## src/rtl/icache_readonly_if.sv

```systemverilog
// Bus bundle between the IF stage, the instruction cache and the instruction memory.
// The slave modport is the cache view; the master modport is the pipeline/memory side.
interface icache_readonly_if;
    logic         proc_read;
    logic         proc_write;
    logic [29:0]  proc_addr;
    logic [31:0]  proc_wdata;
    logic [31:0]  proc_rdata;
    logic         proc_stall;
    logic         mem_read;
    logic         mem_write;
    logic [27:0]  mem_addr;
    logic [127:0] mem_wdata;
    logic [127:0] mem_rdata;
    logic         mem_ready;

    modport slave (
        input  proc_read, proc_write, proc_addr, proc_wdata, mem_rdata, mem_ready,
        output proc_rdata, proc_stall, mem_read, mem_write, mem_addr, mem_wdata
    );

    modport master (
        output proc_read, proc_write, proc_addr, proc_wdata, mem_rdata, mem_ready,
        input  proc_rdata, proc_stall, mem_read, mem_write, mem_addr, mem_wdata
    );
endinterface

```

## src/rtl/icache_readonly.sv

```systemverilog
// Direct-mapped read-only instruction cache with 4-word lines.
// A miss stalls the pipeline while a full line is fetched over the 128-bit memory port.
module icache_readonly #(
    parameter int unsigned INDEX_W = 3,
    parameter int unsigned ADDR_W  = 30
) (
    input  logic               clk,
    input  logic               rst,
    icache_readonly_if.slave   bus
);
    localparam int unsigned TAG_W = ADDR_W - INDEX_W - 2;
    localparam int unsigned LINES = 2 ** INDEX_W;

    typedef enum logic {
        IDLE  = 1'b0,
        FETCH = 1'b1
    } state_t;

    state_t state_q, state_d;

    logic [LINES-1:0]       valid_q;
    logic [TAG_W-1:0]       tag_q  [LINES];
    logic [3:0][31:0]       data_q [LINES];
    logic                   mem_read_q;
    logic [ADDR_W-3:0]      mem_addr_q;

    logic [INDEX_W-1:0]     index;
    logic [TAG_W-1:0]       req_tag;
    logic [1:0]             offset;
    logic [INDEX_W-1:0]     fill_idx;
    logic                   hit;
    logic                   stall_c;
    logic                   start_c;
    logic                   fill_c;

    // Write path is not supported; these inputs are intentionally dropped.
    logic unused_inputs;
    assign unused_inputs = ^{bus.proc_write, bus.proc_wdata};

    assign offset   = bus.proc_addr[1:0];
    assign index    = bus.proc_addr[INDEX_W+1:2];
    assign req_tag  = bus.proc_addr[ADDR_W-1:INDEX_W+2];
    assign fill_idx = mem_addr_q[INDEX_W-1:0];
    assign hit      = valid_q[index] && (tag_q[index] == req_tag);

    assign bus.proc_rdata = data_q[index][offset];
    assign bus.proc_stall = stall_c;
    assign bus.mem_read   = mem_read_q;
    assign bus.mem_addr   = mem_addr_q;
    assign bus.mem_write  = 1'b0;
    assign bus.mem_wdata  = 128'(0);

    // Next state and combinational stall/fill controls.
    always_comb begin
        state_d = state_q;
        stall_c = 1'b0;
        start_c = 1'b0;
        fill_c  = 1'b0;
        unique case (state_q)
            IDLE: begin
                if (bus.proc_read && !hit) begin
                    stall_c = 1'b1;
                    start_c = 1'b1;
                    state_d = FETCH;
                end
            end
            FETCH: begin
                stall_c = 1'b1;
                if (bus.mem_ready) begin
                    fill_c  = 1'b1;
                    state_d = IDLE;
                end
            end
            default: state_d = IDLE;
        endcase
        if (rst) begin
            stall_c = 1'b0;
        end
    end

    // State, memory request and line storage.
    always_ff @(posedge clk) begin
        if (rst) begin
            state_q    <= IDLE;
            valid_q    <= '0;
            mem_read_q <= 1'b0;
            mem_addr_q <= '0;
            for (int i = 0; i < int'(LINES); i++) begin
                tag_q[i]  <= '0;
                data_q[i] <= '0;
            end
        end else begin
            state_q <= state_d;
            if (start_c) begin
                mem_read_q <= 1'b1;
                mem_addr_q <= bus.proc_addr[ADDR_W-1:2];
            end
            if (fill_c) begin
                mem_read_q        <= 1'b0;
                data_q[fill_idx]  <= bus.mem_rdata;
                tag_q[fill_idx]   <= mem_addr_q[ADDR_W-3:INDEX_W];
                valid_q[fill_idx] <= 1'b1;
            end
        end
    end
endmodule

```

## src/flat_wrapper.sv

```systemverilog
// flat-port wrapper written by rule: the top's interface ports become plain ports
module icache_readonly_flat 
#(
    parameter int unsigned INDEX_W = 3,
    parameter int unsigned ADDR_W  = 30
)
  (clk, rst, bus_proc_read, bus_proc_write, bus_proc_addr, bus_proc_wdata, bus_mem_rdata, bus_mem_ready, bus_proc_rdata, bus_proc_stall, bus_mem_read, bus_mem_write, bus_mem_addr, bus_mem_wdata);
  icache_readonly_if bus_i ();
  input  logic clk;
  input  logic rst;
  input wire logic [$bits(bus_i.proc_read)-1:0] bus_proc_read;
  input wire logic [$bits(bus_i.proc_write)-1:0] bus_proc_write;
  input wire logic [$bits(bus_i.proc_addr)-1:0] bus_proc_addr;
  input wire logic [$bits(bus_i.proc_wdata)-1:0] bus_proc_wdata;
  input wire logic [$bits(bus_i.mem_rdata)-1:0] bus_mem_rdata;
  input wire logic [$bits(bus_i.mem_ready)-1:0] bus_mem_ready;
  output wire logic [$bits(bus_i.proc_rdata)-1:0] bus_proc_rdata;
  output wire logic [$bits(bus_i.proc_stall)-1:0] bus_proc_stall;
  output wire logic [$bits(bus_i.mem_read)-1:0] bus_mem_read;
  output wire logic [$bits(bus_i.mem_write)-1:0] bus_mem_write;
  output wire logic [$bits(bus_i.mem_addr)-1:0] bus_mem_addr;
  output wire logic [$bits(bus_i.mem_wdata)-1:0] bus_mem_wdata;
  assign bus_i.proc_read = bus_proc_read;
  assign bus_i.proc_write = bus_proc_write;
  assign bus_i.proc_addr = bus_proc_addr;
  assign bus_i.proc_wdata = bus_proc_wdata;
  assign bus_i.mem_rdata = bus_mem_rdata;
  assign bus_i.mem_ready = bus_mem_ready;
  assign bus_proc_rdata = bus_i.proc_rdata;
  assign bus_proc_stall = bus_i.proc_stall;
  assign bus_mem_read = bus_i.mem_read;
  assign bus_mem_write = bus_i.mem_write;
  assign bus_mem_addr = bus_i.mem_addr;
  assign bus_mem_wdata = bus_i.mem_wdata;
  icache_readonly #(.INDEX_W(INDEX_W), .ADDR_W(ADDR_W)) u_core (.clk(clk), .rst(rst), .bus(bus_i));
endmodule
```

## config.mk

```make
export PLATFORM = sky130hd
export DESIGN_NAME = icache_readonly_flat
export DESIGN_NICKNAME = d
export VERILOG_FILES = /design/src/rtl/icache_readonly_if.sv /design/src/rtl/icache_readonly.sv /design/src/flat_wrapper.sv
export SDC_FILE = /design/constraint.sdc
export NUM_CORES = 2
export LEC_CHECK = 0
export CORE_AREA = 2 2 482 484
export CTS_BUF_LIST = sky130_fd_sc_hd__clkbuf_8
export DETAILED_ROUTE_END_ITERATION = 6
export DIE_AREA = 0 0 484 486
export GPL_TIMING_DRIVEN = 0
export PLACE_DENSITY = 0.46
export SYNTH_ARGS = -nofsm -noshare
export SYNTH_HDL_FRONTEND = slang
export SYNTH_SLANG_ARGS = --single-unit
```

## constraint.sdc

```tcl
create_clock -name clk -period 25.4 [get_ports clk]
set_clock_uncertainty 0.15 [all_clocks]
set_input_delay 7.62 -clock clk [delete_from_list [all_inputs] [get_ports clk]]
set_output_delay 7.62 -clock clk [all_outputs]
set_load 0.05 [all_outputs]
```

==> results list <==
- In this run the worst hold path is classified as flop to flop.
- Finish-stage setup viols: 0
* Largest fanout on the critical path: 10
* Width of the chip: ~480 um
- By startpoint and endpoint, the worst setup path is classified as input pin to output port.
- Hold is met by 0.303 ns.
- STA puts the critical path data arrival time at 13.24 ns.
* Dominant combinational cell family by area after synthesis: multiplexers
- Compound-Gate Fraction of Synth Area: less than 1%
- Data required time at the worst endpoint: ~18 ns
- In this run, post-CTS hold repair placed 0 buffers.
* DRC violation count after routing: 0
- In the global route stage, met3 resource usage came out at ~3.2%.
- Synthesis produced a netlist whose cell count is roughly 3500.
- Fraction of the mapped netlist area in adder cells: 0%
- The synthesized netlist occupies a cell area of around 57000 um2.
* Worst R2R Path Depth: 8
- Post-cts resize count: 0
- For this run, the share of the core covered by cells in the final layout is just over 30%.
* Hold violation total from the final report: 0
* Routed wire length per instance: between 20 and 30 um
- In the finished design, the share of the clock period the worst path needs comes to 82.7%.
- The detail route stage leaves a number of antenna-violating nets equal to 0.
- Entering global routing, the biggest net connects 44 pins.
- Cells with a size suffix above 1 make up between 20% and 30% of the layout.
* Predominant post-synthesis flop cell: sky130_fd_sc_hd__edfxtp_1
- Port buffering added between 200 and 250 buffers.
* Detailed Routing Iterations Pass 1: 7
- IR analysis of the VDD net gives a maximum drop of between 0.04 and 0.05 mV.
- The first global-routing pass estimated around 270000 um of wire.
* Met2 Track Usage GR: between 20% and 30%
* Global-route usage over all layers: ~16%
- The H-tree was split into 4 levels.
- Number of distinct library cells after synthesis: between 40 and 50
- Detailed placer's ending HPWL: ~130000 um
* Area Growth Syn to Fin: 20.9%
* XOR/XNOR Fraction of Synth Area: less than 1%
* Synthesized area per cell: 16.3 um2
- Summed over all cells, the static leakage comes to 0.0253 uW.
* Number of filler cells placed in the layout: roughly 23000
* Number of buffers created by CTS: 215
- CTS tree: done
- In this run the critical register-to-register path is launched from u_core.bus.mem_addr[2].
- STA classifies the critical path startpoint as an input pin.
* Initial Utilization: 24.9%
* Start point of the worst hold path: u_core.valid_q[2]
- Sequential area share after synthesis: 65.5%
- The die covers 235000 um2.
* Number of maximum-capacitance constraint violations: 0
- Met1 layer usage reported by global route: 21.8%
* Ys async rst share: 0%
- Area inside the core boundary: 229000 um2
- The die is roughly 500 um tall.
- The run finished with clean final reports.
* Placer congestion estimate: between 0.7 and 0.8
* Number of synthesized flops with an enable pin: about 1200
* DRC marker count from the first detailed-route iteration: between 2000 and 3000
- The tree built by TritonCTS fans out to between 1000 and 1500 sinks.
- Clock-pin slew on the worst setup and hold paths: roughly 0.060 ns
- Wirelength, routed: 191000 um
- For the finished layout, the period the worst path requires is between 20 and 25 ns.
* Clock tree root buffer cell: sky130_fd_sc_hd__clkbuf_8
* Crit path launch: bus_proc_addr[2]
* Number of stages on the worst hold path: 1
- STA classifies the critical path endpoint as an output port.
* Vias in the first global route: between 30000 and 40000
- Setup repair after global routing missed its margin: false
- The clock passes through at most 3 buffers.
- The path with the worst hold slack has its endpoint at u_core.valid_q[2].
- Via count: between 30000 and 40000
- The initial antenna violation count was 66.
- Total number of nets in the final design: between 4000 and 5000
* Reg-to-Reg End: u_core.data_q[4][69]
- Buffers added to address setup during post-CTS repair amount to 0.
* Register-to-Register Setup Slack: 20.54 ns
* Grt peak-use layer: met2
* Area fraction in and, or, nand and nor cells after synthesis: about 14%
- Worst-margin pin slew: between 1 and 1.5 ns
- Boundary Pins: around 390
- Power per standard cell area: ~67 nW/um2
- Relative slew slack: between 4 and 5%
- Max Clk Rate: 0.0476 GHz
- Row generation in the floorplan step produced roughly 180 rows.
- Max-slew violation count: 0
- The Yosys step of the flow raised 0 warnings.
* Mux share of post-synthesis cell area: between 10% and 20%
- Flip-flop and latch count after synthesis: 1262
* Total grt overflow: 0
- Vias per cell: 4.42
* Clk_lat worst skew: 0.97 ns
## cell usage in the layout, fill, tap and decap left out, types with 5 or more instances in the layout
cell                              instances
sky130_fd_sc_hd__buf_12                  37
sky130_fd_sc_hd__buf_16                  23
sky130_fd_sc_hd__clkinv_2                17
sky130_fd_sc_hd__clkbuf_8               221
sky130_fd_sc_hd__a21o_1                   8
sky130_fd_sc_hd__o21ai_0                 10
sky130_fd_sc_hd__mux2_2                  55
sky130_fd_sc_hd__inv_1                   87
sky130_fd_sc_hd__buf_8                    7
sky130_fd_sc_hd__clkinv_1                47
sky130_fd_sc_hd__dfxtp_1                 38
sky130_fd_sc_hd__mux4_2                 341
sky130_fd_sc_hd__clkbuf_1               184
sky130_fd_sc_hd__conb_1                 129
sky130_fd_sc_hd__xor2_1                  12
sky130_fd_sc_hd__nor2_2                   6
sky130_fd_sc_hd__buf_4                  130
sky130_fd_sc_hd__or3_1                   12
sky130_fd_sc_hd__clkdlybuf4s50_1        218
sky130_fd_sc_hd__nand2_1                 61
sky130_fd_sc_hd__buf_1                   21
sky130_fd_sc_hd__nand4_1                  5
sky130_fd_sc_hd__o22ai_1                 13
sky130_fd_sc_hd__a22o_1                  11
sky130_fd_sc_hd__edfxtp_1              1224
sky130_fd_sc_hd__mux2i_1                 77
sky130_fd_sc_hd__diode_2                 12
sky130_fd_sc_hd__nand2b_1                 6
sky130_fd_sc_hd__buf_2                   23
sky130_fd_sc_hd__and2_1                1225
sky130_fd_sc_hd__o21ai_4                  6
## worst max-delay path by stage
stage                                      end  slack (ns)  cells past startpoint
after floorplan            u_core.data_q[3][0]        5.54                      4
after global placement    u_core.data_q[6][76]       -9.33                      4
after detailed placement    bus_proc_rdata[24]        4.30                      9
after CTS                   bus_proc_rdata[24]        4.30                      9
after global routing        bus_proc_rdata[22]        4.23                      9
final                       bus_proc_rdata[14]        4.39                      9
## cells by family after synthesis
logic type | after synthesis
other cells | 1
xor+xnor | 13
buf+inv | 365
mux | 477
flops | 1262
simple gates | 1333
compound gates | 61
## final cells by class
| class | instances | area, um2 | share of cell area, % |
|---|---|---|---|
| diodes | 12 | 30.0 | 0.0434 |
| plain buffers | 363 | 1910 | 2.76 |
| clock buffers | 221 | 3040 | 4.39 |
| clock inverters | 167 | 886 | 1.28 |
| inverters | 2 | 7.51 | 0.0108 |
| multi-input cells | 2013 | 18400 | 26.6 |
| flip-flops and latches | 1262 | 37500 | 54.2 |
| well taps | 3026 | 3790 | 5.47 |
| repair buffers | 285 | 3660 | 5.29 |
## layer usage
metal / vias to the layer above / wire length, um
met2: 1033 / 91300
met1: 17000 / 84400
li1: 14100 / -
met4: 38 / 4420
met3: 325 / 11000
met5: - / 235
## cells in the mapped netlist, drive strengths merged (2+ instances only)
library cell	count	area (um2)
nor2	8	30.0
or4	3	22.5
o21ai	17	85.1
mux2i	77	771
a21oi	3	15.0
a21o	8	60.1
and2	1225	7660
nand4	5	31.3
o22ai	13	81.3
mux2	59	664
nor2b	4	25.0
nand3	4	20.0
dfxtp	38	761
nor3	2	10.0
inv	2	7.50
edfxtp	1224	36800
or2	2	12.5
o2111ai	2	17.5
xor2	12	105
mux4	341	7680
or3	12	75.1
clkbuf	185	694
nand2b	6	37.5
a22o	11	96.3
buf	178	1210
nand2	61	229
## state kept, by name, indices dropped and copies added, names as in the netlist
name / cells
u_core.state_q: 1
u_core.data_q: 1024
u_core.tag_q: 200
u_core.valid_q: 8
u_core.bus.mem_read: 1
u_core.bus.mem_addr: 28
## power breakdown
part           leakage [uW]  internal (uW)  switching (uW)
logic                0.0100            188             312
registers            0.0130           2360            28.2
clock network       0.00232            843             894
total                0.0253           3390            1230
## through the flow
step           worst slack [ns]  std cells  instance area, um2  TNS [ns]  power [uW]
3_3_place_gp              -9.33       6884               63700  -8078.12        2980
4_1_cts                    4.30       7339               69200         0        4680
2_1_floorplan              5.54       3640               57700         0        2730
5_1_grt                    4.23       7346               69200         0        4770
6_report                   4.39       7351               69200         0        4620
3_5_place_dp               4.30       6951               65300         0        2940
## critical path, cell delays in order
cell                              delay [ns]
sky130_fd_sc_hd__buf_2                  0.22
sky130_fd_sc_hd__buf_2                  0.42
sky130_fd_sc_hd__buf_2                  0.53
sky130_fd_sc_hd__clkbuf_1               1.04
sky130_fd_sc_hd__buf_1                  1.01
sky130_fd_sc_hd__mux4_2                 0.68
sky130_fd_sc_hd__mux4_2                 0.61
sky130_fd_sc_hd__mux2_2                 0.35
sky130_fd_sc_hd__clkdlybuf4s50_1        0.71
(Power assumes the default switching activity.)
